==> config.mk <==
export PLATFORM = sky130hd
export DESIGN_NAME = image_receiver
export DESIGN_NICKNAME = d
export VERILOG_FILES = /design/src/rtl/image_link_pkg.sv /design/src/rtl/rgb_pixel_assembler.sv /design/src/rtl/image_receiver.sv
export SDC_FILE = /design/constraint.sdc
export NUM_CORES = 1
export LEC_CHECK = 0
export CORE_MARGIN = 2
export CORE_UTILIZATION = 50
export CTS_BUF_LIST = sky130_fd_sc_hd__clkbuf_8
export CTS_CLUSTER_SIZE = 30
export DETAILED_ROUTE_END_ITERATION = 10
export HOLD_SLACK_MARGIN = 0.02
export PLACE_DENSITY = 0.7
export SYNTH_ARGS = -nofsm -noshare
export SYNTH_HDL_FRONTEND = slang
export SYNTH_SLANG_ARGS = --single-unit
==> constraint.sdc <==
create_clock -name clk -period 3.3 [get_ports clk]
set_input_delay 0.33 -clock clk [delete_from_list [all_inputs] [get_ports clk]]
set_output_delay 0.33 -clock clk [all_outputs]
set_load 0.005 [all_outputs]
==> src/rtl/image_link_pkg.sv <==
// Shared definitions for the UART image link (sender and receiver sides).
package image_link_pkg;

    // Default two-byte frame sync header.
    localparam logic [7:0] SYNC0_DEFAULT = 8'hA5;
    localparam logic [7:0] SYNC1_DEFAULT = 8'h5A;

    // Position of each colour byte inside a pixel triplet.
    localparam logic [1:0] IDX_R = 2'd0;
    localparam logic [1:0] IDX_G = 2'd1;
    localparam logic [1:0] IDX_B = 2'd2;

    // Frame-level link state.
    typedef enum logic [2:0] {
        ST_IDLE,
        ST_HUNT0,
        ST_HUNT1,
        ST_PIXEL,
        ST_DRAIN,
        ST_DONE
    } link_state_t;

    // Pack three colour bytes into one pixel word {R,G,B}.
    function automatic logic [23:0] pack_rgb(input logic [7:0] r,
                                             input logic [7:0] g,
                                             input logic [7:0] b);
        return {r, g, b};
    endfunction

endpackage

==> src/rtl/rgb_pixel_assembler.sv <==
// Collects R,G,B bytes into a 24-bit pixel and strobes on the blue byte.
module rgb_pixel_assembler
    import image_link_pkg::*;
(
    input  logic        clk,
    input  logic        rst_n,
    input  logic        clear,
    input  logic        byte_valid,
    input  logic [7:0]  byte_data,
    output logic        done,
    output logic [23:0] word
);

    logic [1:0] idx;
    logic [7:0] r_q;
    logic [7:0] g_q;

    // Byte index and colour latches; clear discards any partial pixel.
    always_ff @(posedge clk) begin
        // NOTE: registers use non-blocking assignments so every flop samples pre-edge values.
        if (!rst_n) begin
            idx <= IDX_R;
            r_q <= '0;
            g_q <= '0;
        end else if (clear) begin
            idx <= IDX_R;
        end else if (byte_valid) begin
            case (idx)
                IDX_R: begin
                    r_q <= byte_data;
                    idx <= IDX_G;
                end
                IDX_G: begin
                    g_q <= byte_data;
                    idx <= IDX_B;
                end
                default: idx <= IDX_R;
            endcase
        end
    end

    // The blue byte completes the pixel combinationally; the caller registers it.
    assign done = byte_valid && !clear && (idx == IDX_B);
    assign word = pack_rgb(r_q, g_q, byte_data);

endmodule

==> src/rtl/image_receiver.sv <==
// UART-side frame receiver: sync hunt, RGB assembly, raster tagging, pixel write port.
module image_receiver
    import image_link_pkg::*;
#(
    parameter int         WIDTH          = 640,
    parameter int         HEIGHT         = 480,
    parameter logic [7:0] SYNC0          = SYNC0_DEFAULT,
    parameter logic [7:0] SYNC1          = SYNC1_DEFAULT,
    parameter int         TIMEOUT_CYCLES = 1000000
) (
    input  logic                      clk,
    input  logic                      rst_n,
    input  logic                      en,
    output logic                      rdy,
    input  logic [7:0]                rx_data,
    input  logic                      rx_valid,
    output logic [23:0]               pix_data,
    output logic                      pix_valid,
    input  logic                      pix_ready,
    output logic [$clog2(WIDTH)-1:0]  pix_x,
    output logic [$clog2(HEIGHT)-1:0] pix_y,
    output logic                      frame_done,
    output logic                      err_overrun,
    output logic                      err_timeout
);

    localparam int X_W   = $clog2(WIDTH);
    localparam int Y_W   = $clog2(HEIGHT);
    localparam int CNT_W = $clog2(WIDTH * HEIGHT + 1);
    localparam int GAP_W = $clog2(TIMEOUT_CYCLES + 1);

    localparam logic [X_W-1:0]   X_LAST   = X_W'(WIDTH - 1);
    localparam logic [Y_W-1:0]   Y_LAST   = Y_W'(HEIGHT - 1);
    localparam logic [CNT_W-1:0] CNT_LAST = CNT_W'(WIDTH * HEIGHT - 1);
    localparam logic [GAP_W-1:0] GAP_LAST = GAP_W'(TIMEOUT_CYCLES - 1);

    link_state_t      state;
    link_state_t      state_next;
    logic [CNT_W-1:0] pix_cnt;
    logic [X_W-1:0]   cur_x;
    logic [Y_W-1:0]   cur_y;
    logic [GAP_W-1:0] gap_cnt;

    logic        start;
    logic        abort;
    logic        gap_active;
    logic        timeout;
    logic        accept;
    logic        byte_valid;
    logic        asm_clear;
    logic        px_done;
    logic [23:0] px_word;

    assign start      = (state == ST_IDLE) && en;
    assign abort      = !en && (state != ST_IDLE) && (state != ST_DONE);
    assign gap_active = (state == ST_HUNT1) || (state == ST_PIXEL);
    // Counter value GAP_LAST plus one more idle cycle means TIMEOUT_CYCLES reached.
    assign timeout    = en && gap_active && !rx_valid && (gap_cnt == GAP_LAST);
    assign accept     = pix_valid && pix_ready;
    assign byte_valid = rx_valid && en && (state == ST_PIXEL);
    // Outside PIXEL the assembler always sits at the R byte with nothing pending.
    assign asm_clear  = (state != ST_PIXEL);

    assign rdy        = (state == ST_IDLE);
    assign frame_done = (state == ST_DONE);

    rgb_pixel_assembler u_asm (
        .clk        (clk),
        .rst_n      (rst_n),
        .clear      (asm_clear),
        .byte_valid (byte_valid),
        .byte_data  (rx_data),
        .done       (px_done),
        .word       (px_word)
    );

    // State register.
    always_ff @(posedge clk) begin
        if (!rst_n) state <= ST_IDLE;
        else        state <= state_next;
    end

    // Next-state logic: en drop aborts, then timeout, then byte-driven progress.
    always_comb begin
        // NOTE: default first so every path assigns state_next and no latch is inferred.
        state_next = state;
        if (abort) begin
            state_next = ST_IDLE;
        end else begin
            unique case (state)
                ST_IDLE:  if (en) state_next = ST_HUNT0;
                ST_HUNT0: if (rx_valid && rx_data == SYNC0) state_next = ST_HUNT1;
                ST_HUNT1: begin
                    if (timeout)                          state_next = ST_HUNT0;
                    else if (rx_valid && rx_data == SYNC1) state_next = ST_PIXEL;
                    else if (rx_valid && rx_data != SYNC0) state_next = ST_HUNT0;
                end
                ST_PIXEL: begin
                    if (timeout)                            state_next = ST_HUNT0;
                    else if (px_done && pix_cnt == CNT_LAST) state_next = ST_DRAIN;
                end
                // The slot empties this edge if it is already empty or being accepted.
                ST_DRAIN: if (!pix_valid || pix_ready) state_next = ST_DONE;
                ST_DONE:  if (!en) state_next = ST_IDLE;
                default:  state_next = ST_IDLE;
            endcase
        end
    end

    // Inter-byte gap counter, running only while a header or frame is in progress.
    always_ff @(posedge clk) begin
        if (!rst_n || !gap_active || rx_valid || timeout) gap_cnt <= '0;
        else                                              gap_cnt <= gap_cnt + GAP_W'(1);
    end

    // Raster position of the next pixel to complete; advances even when a pixel is dropped.
    always_ff @(posedge clk) begin
        if (!rst_n || start || timeout) begin
            pix_cnt <= '0;
            cur_x   <= '0;
            cur_y   <= '0;
        end else if (px_done) begin
            pix_cnt <= pix_cnt + CNT_W'(1);
            if (cur_x == X_LAST) begin
                cur_x <= '0;
                cur_y <= (cur_y == Y_LAST) ? '0 : cur_y + Y_W'(1);
            end else begin
                cur_x <= cur_x + X_W'(1);
            end
        end
    end

    // One-deep output slot: load when free or being accepted, otherwise hold.
    always_ff @(posedge clk) begin
        if (!rst_n) begin
            pix_valid <= 1'b0;
            pix_data  <= '0;
            pix_x     <= '0;
            pix_y     <= '0;
        end else if (start) begin
            pix_valid <= 1'b0;
            pix_x     <= '0;
            pix_y     <= '0;
        end else if (abort) begin
            pix_valid <= 1'b0;
        end else if (px_done && (!pix_valid || pix_ready)) begin
            pix_valid <= 1'b1;
            pix_data  <= px_word;
            pix_x     <= cur_x;
            pix_y     <= cur_y;
        end else if (accept) begin
            pix_valid <= 1'b0;
        end
    end

    // Sticky error flags, cleared only when a new frame request starts.
    always_ff @(posedge clk) begin
        if (!rst_n || start) begin
            err_overrun <= 1'b0;
            err_timeout <= 1'b0;
        end else begin
            if (timeout)                             err_timeout <= 1'b1;
            if (px_done && pix_valid && !pix_ready) err_overrun <= 1'b1;
        end
    end

endmodule

Yosys cells after proc, flatten, opt, wreduce, memory -nomap -nowiden
Index checks and enable logic that the tools add are counted.
{ "op_classes": {"addsub": 4, "n_eq_ne": 22, "n_mux": 15, "bitwise": 4, "n_reduce_logical": 46} }
{ "ops": {"columns": ["operator", "n"], "rows": [
  ["$mux 3", 9],
  ["$add 20x1->20 const B", 1],
  ["$eq 20x20->1 const B", 1],
  ["$add 19x1->19 const B", 1],
  ["$eq 19x19->1 const B", 1],
  ["$logic_and 1x1->1", 18],
  ["$pmux 3 s6", 1],
  ["$add 10x1->10 const B", 1],
  ["$eq 10x10->1 const B", 1],
  ["$mux 10", 1],
  ["$add 9x1->9 const B", 1],
  ["$eq 9x9->1 const B", 1],
  ["$mux 9", 1],
  ["$reduce_and 3->1", 3],
  ["$eq 8x7->1 const B", 1],
  ["$eq 8x8->1 const B", 1],
  ["$ne 2x2->1 const B", 4],
  ["$ne 8x8->1 const B", 1],
  ["$logic_not 1->1", 7],
  ["$logic_or 1x1->1", 7],
  ["$eq 3x2->1 const B", 2],
  ["$eq 3x3->1 const B", 2],
  ["$ne 3x2->1 const B", 2],
  ["$reduce_and 6->1", 1],
  ["other kinds (15)", 22]
]} }
{ "word_totals": {"ff_bits": 125, "input_bits": 13, "out_inout_bits": 48, "wordCells": 105} }

Depth between registers and ports, before layout
{ "logic_depth": {"word_depth": 8, "depth_mapped": 8} }

Cells and area by module
A second synthesis with hierarchy kept.
{ "hier_totals": {"hier_cells": 593, "area_unflattened_um2": 5440.2} }
{ "modules_own_cells": {"columns": ["module", "n_inst", "cells_each", "area_per_inst_um2", "seq_area_each_um2"], "rows": [
  ["image_receiver", 1, 511, 4654.5, 2142.1],
  ["rgb_pixel_assembler", 1, 82, 785.8, 360.3]
]} }

Worst setup path after synthesis
Ideal clock, no wire load.
{ "synth_timing": {"kind": "register to register", "startpoint": "register gap_cnt[0]", "endpoint": "register pix_cnt[0]", "setup_time_ns": 0.115, "arrival_ns": 1.786, "path_slack_ns": 1.399, "path_stages_with_launch": 9, "period_less_slack_ns": 1.901, "path_cell_list": "dfxtp_1 > ha_1 > and4_1 > nand2_1 > or4_1 > buf_2 > nand2_2 > buf_4 > nor2_1"} }
{ "synth_between": {"elab_chain_len": 3} }
{ "synth_lines": {"columns": ["item", "line", "text"], "rows": [
  ["start: declaration", "image_receiver.sv:42", "logic [GAP_W-1:0] gap_cnt;"],
  ["start signal: assignment", "image_receiver.sv:113", "else gap_cnt <= gap_cnt + GAP_W'(1);"],
  ["$eq 20x20->1", "image_receiver.sv:58", "assign timeout = en && gap_active && !rx_valid && (gap_cnt == GAP_LAST);"],
  ["$logic_and 1x1->1", "image_receiver.sv:58", null],
  ["$logic_or 1x1->1", "image_receiver.sv:118", "if (!rst_n || start || timeout) begin"],
  ["end signal: assignment", "image_receiver.sv:123", "pix_cnt <= pix_cnt + CNT_W'(1);"],
  ["end: declaration", "image_receiver.sv:39", "logic [CNT_W-1:0] pix_cnt;"]
]} }
Every way passes these cells.
A chain may end at the register's enable or synchronous reset.

Worst setup path after layout
{ "layout_timing": {"startpoint": "register gap_cnt[0]", "endpoint": "register gap_cnt[10]"} }
{ "layout_between": {"elab_chain_len": 3, "elab_cells_between_ends": 4} }
{ "layout_lines": {"columns": ["item"], "rows": [
  ["branches (longest 3 deep; another with $add 20x1->20)"]
]} }
Parallel ways; which one is timed is not known.

==> flow_results.org <==
** Outcome
- The run finished with clean final reports.

** Setup path
- In this run the worst path has a maximum fanout of 20.
- Worst-case reg-to-reg path depth :: 6
- R2r setup slk :: about 0.76 ns
- Setup crit end kind :: flip-flop
- Setup Crit Path Kind :: reg -> reg
- Data arrives at the worst endpoint at approximately 2.8 ns.
- CP Launch Type :: flip-flop
- Worst Path Required :: between 3 and 4 ns

** Drt
- Number of vias in the routed layout :: roughly 4300
- Once detail routing completed, the nets flagged for antenna violations numbered 0.
- First DRT Iteration DRCs :: roughly 140
- After detailed routing, the average wire length per cell comes to about 14 um.
- Routed wire length :: between 10000 and 15000 um
- Number of DRC violations after detailed routing :: 0
- Per-cell via count in the routed design :: approximately 5.3
- Initial DRT Pass Iterations :: 4

** Die
- Die Footprint :: between 10000 and 15000 um2
- The initial utilization of the core area, before any placement, comes to between 50% and 60%.
- 61 I/O pins were placed.
- From left edge to right edge, the die measures about 110 um.
- Core Area :: just over 10000 um2
- # rows :: 37
- The die is around 110 um tall.

** Power
- In this run, flip-flops and latches consume a little over half of the power.
- In this run, the combinational gates consume 2.8% of the power.
- Max VDD drop :: ~0.24 mV
- Clk pwr share :: a little over two fifths
- Pwr Density :: 448.5 nW/um2
- Static power due to leakage :: ~2.1 nW
- Net switching fraction of the power :: around a quarter
- Power spent charging and discharging nets :: a little under 700 uW
- Int Power :: ~2.1 mW

** Finish
- Fillcell total :: 915
- Area delta synth->final :: 20.80%
- Of the cells placed in the final design, the portion with a size suffix greater than 1 is under 10%.
- Ant. Diodes :: 0
- The final layout contains between 600 and 700 nets.
- Post-route cell area :: ~6300 um2

** Yosys
- The largest total area in the synthesized netlist belongs to sky130_fd_sc_hd__dfxtp_1.
- The mapped netlist covers ~5200 um2.
- Yosys mapped a number of flops with a built-in enable equal to 0.
- Post-synthesis instance total :: between 600 and 700
- The synthesized design contains 125 register bits.
- Counting every net in the synthesized netlist gives around 630.
- Count of distinct cell types in the synthesized netlist :: 53
- Dominant register cell in the synthesized netlist :: sky130_fd_sc_hd__dfxtp_1
- Yosys top cell area share :: between 40% and 50%
- Sorting the synthesized cells by area gives the leading types as sky130_fd_sc_hd__dfxtp_1 (48%), sky130_fd_sc_hd__nand2_1 (8.4%), sky130_fd_sc_hd__xor2_1 (6.5%).
- Post-Syn Area per Cell :: 8.576 um2
- Total of warnings raised by yosys :: 0
- Summing the sequential cell areas from Yosys gives approximately 48% of the chip area.
- Fraction of registers with async set or reset after synthesis :: 0%

** Placement
- During placement, the flow inserted port buffers numbering 60.
- Final weighted congestion in routability-driven placement :: 0.8055
- Summing all placed instances gives a cell area of 5938 um2.
- Detailed placement ended at an HPWL of between 7000 and 8000 um.

** Worst hold path
- The path class of the tightest hold or removal check is reg -> reg.
- The worst hold path was traced through 2 stages.

** Clock network
- Counting along the longest clock path gives a buffer depth of 2.
- # resized after CTS :: 0
- Clock network latency to the later pin of the worst-skew pair :: 0.43 ns
- CTS tree :: done
- Clock Sinks :: approximately 130
- In this run, post-CTS hold repair placed 0 buffers.
- Number of post-CTS setup repair buffers :: 0
- Number of CTS-inserted buffers :: 17
- H-tree levels :: 4
- Clock transition at path regs :: ~0.08 ns
- The cell sitting at the root of the clock tree is a sky130_fd_sc_hd__clkbuf_8.

** Global routing
- Met2 global-route usage :: a little over a third
- Across every metal layer, demand over resource in global routing totals a little over a fifth.
- After global routing the overflow that remains totals 0.
- The via count of the first global-routing pass is 4107.
- Global routing used under 10% of the available met3 tracks.
- Initial antenna violation count :: 0
- For this run, global-route usage on met1 was measured as between 20% and 30%.
- Entering global routing, the biggest net connects 42 pins.
- Wire length of the first global-routing pass :: roughly 19000 um
- met2 is the most crowded layer.

** Timing
- Setup repair after global routing left no endpoint under its margin.
- Number of hold violations in the final report :: 0
- For the final routed database, the setup TNS stands at 0 ns.
- Worst relative slew slack :: between 40% and 50%
- Based on the critical path, the design can be clocked at up to roughly 400 MHz.
- The count of pins over their slew limit was 0.
- The clock arrives with between 0.01 and 0.015 ns of skew.
- At the pin with the least slew margin, the transition time is roughly 0.76 ns.
- # setup viols final :: 0
- Minimum clock period after layout :: about 2.5 ns
- The worst path uses just under 80% of the clock period.

** Job
- The tool flagged a number of max-cap violations equal to 0.
layer usage:
| layer | routed length, um | vias up |
|---|---|---|
| li1 | - | 2176 |
| met1 | 5272 | 2048 |
| met2 | 5370 | 84 |
| met3 | 443 | 11 |
| met4 | 124 | 0 |
| met5 | 0 | - |
state kept, by name, indices dropped and copies added (netlist names):
name / count
pix_data: 24
gap_cnt: 20
pix_cnt: 19
cur_x: 10
pix_x: 10
cur_y: 9
pix_y: 9
u_asm.g_q: 8
u_asm.r_q: 8
state: 3
u_asm.idx: 2
err_overrun: 1
err_timeout: 1
pix_valid: 1
power by group through the flow:
| stage | clock [mW] | sequential (mW) | combinational [mW] |
|---|---|---|---|
| global placement | 0 | 1.55 | 0.0788 |
| global route | 1.34 | 1.51 | 0.0869 |
| detailed placement | 0 | 1.55 | 0.0801 |
| finish | 1.24 | 1.51 | 0.0792 |
| floorplan | 0 | 1.54 | 0.0477 |
| CTS | 1.27 | 1.51 | 0.0805 |
cell type report:
| type | count | area [um2] | share of cell area [%] |
|---|---|---|---|
| multi-input cells | 445 | 2545 | 40.34 |
| flip-flops and latches | 125 | 2502 | 39.67 |
| repair buffers | 71 | 683.2 | 10.83 |
| clock buffers | 17 | 234.0 | 3.709 |
| well taps | 136 | 170.2 | 2.697 |
| clock inverters | 15 | 136.4 | 2.162 |
| inverters | 10 | 37.54 | 0.5950 |
synthesized netlist by cell type, types with 2 or more instances:
cell and number:
sky130_fd_sc_hd__nor4b_1 2, sky130_fd_sc_hd__nor2_1 77, sky130_fd_sc_hd__nand2_1 117, sky130_fd_sc_hd__o21ai_0 6, sky130_fd_sc_hd__clkbuf_1 16, sky130_fd_sc_hd__nor3_2 2
sky130_fd_sc_hd__a21oi_1 57, sky130_fd_sc_hd__xor2_1 39, sky130_fd_sc_hd__ha_1 4, sky130_fd_sc_hd__o31ai_1 2, sky130_fd_sc_hd__nor2b_1 13, sky130_fd_sc_hd__buf_2 6
sky130_fd_sc_hd__and4_1 6, sky130_fd_sc_hd__nor4bb_1 2, sky130_fd_sc_hd__nand3_1 28, sky130_fd_sc_hd__inv_1 10, sky130_fd_sc_hd__nand4_1 15, sky130_fd_sc_hd__dfxtp_1 125
sky130_fd_sc_hd__xnor2_1 12, sky130_fd_sc_hd__and3_1 7, sky130_fd_sc_hd__mux2i_1 16, sky130_fd_sc_hd__nor3b_1 2, sky130_fd_sc_hd__a211o_1 2, sky130_fd_sc_hd__nor4_1 2
sky130_fd_sc_hd__buf_4 5, sky130_fd_sc_hd__nor3_1 9
metrics by stage:
stage / instances / hold WS [ns] / util, % / total power [mW] / worst slack (ns)
after floorplan: 609 / 0.4294 / - / 1.592 / 1.399
after global placement: 787 / 0.4369 / 58.04 / 1.627 / 0.6113
after detailed placement: 787 / 0.4416 / 58.04 / 1.628 / 0.5058
after CTS: 819 / 0.4494 / 61.66 / 2.859 / 0.7832
after global routing: 819 / 0.4693 / 61.66 / 2.938 / 0.5919
final: 819 / 0.4470 / 61.66 / 2.830 / 0.7569
worst max-delay path, cell delays in order (launching register included):
cell and delay (ns):
sky130_fd_sc_hd__dfxtp_1 0.37, sky130_fd_sc_hd__ha_1 0.22, sky130_fd_sc_hd__and4_1 0.23, sky130_fd_sc_hd__nand2_1 0.09, sky130_fd_sc_hd__or4_1 0.73, sky130_fd_sc_hd__nand3_1 0.61, sky130_fd_sc_hd__nor2_1 0.14
cells by family (layout without fill, tap and decap cells):
kind of cell	Yosys count	in the layout	share of synthesized area [%]
adder cells (fa/ha/maj)	4	4	0.9584
AO/OA/AOI/OAI	76	76	8.457
flip-flops	125	125	47.92
XOR/XNOR	51	51	8.553
AND/OR/NAND/NOR	298	298	27.60
multiplexers	16	16	3.067
buffers and inverters	39	113	3.450
worst paths after layout:
| kind | end | startpoint |
|---|---|---|
| setup reg to reg | gap_cnt[10]$_SDFF_PP0_ | gap_cnt[0]$_SDFF_PP0_ |
| hold reg to reg | pix_data[23]$_SDFFE_PN0P_ | u_asm.r_q[7]$_SDFFE_PN0P_ |
| setup / recovery | gap_cnt[10]$_SDFF_PP0_ | gap_cnt[0]$_SDFF_PP0_ |
| hold / removal | pix_data[23]$_SDFFE_PN0P_ | u_asm.r_q[7]$_SDFFE_PN0P_ |
layout by cell type, fill, tap and decap left out, types with 3 or more instances in the layout:
cell type                         instances
sky130_fd_sc_hd__a21oi_1                 57
sky130_fd_sc_hd__and3_1                   7
sky130_fd_sc_hd__and4_1                   6
sky130_fd_sc_hd__buf_4                   11
sky130_fd_sc_hd__clkbuf_8                17
sky130_fd_sc_hd__clkdlybuf4s50_1         60
sky130_fd_sc_hd__clkinv_2                 3
sky130_fd_sc_hd__clkinvlp_4               4
sky130_fd_sc_hd__dfxtp_1                125
sky130_fd_sc_hd__ha_1                     4
sky130_fd_sc_hd__inv_1                   10
sky130_fd_sc_hd__inv_6                    5
sky130_fd_sc_hd__mux2i_1                 16
sky130_fd_sc_hd__nand2_1                117
sky130_fd_sc_hd__nand3_1                 28
sky130_fd_sc_hd__nand4_1                 15
sky130_fd_sc_hd__nor2_1                  77
sky130_fd_sc_hd__nor2b_1                 13
sky130_fd_sc_hd__nor3_1                   8
sky130_fd_sc_hd__nor3_2                   3
sky130_fd_sc_hd__o21ai_0                  6
sky130_fd_sc_hd__xnor2_1                 12
sky130_fd_sc_hd__xor2_1                  39
Note: power is estimated with default switching activity, not from simulation.
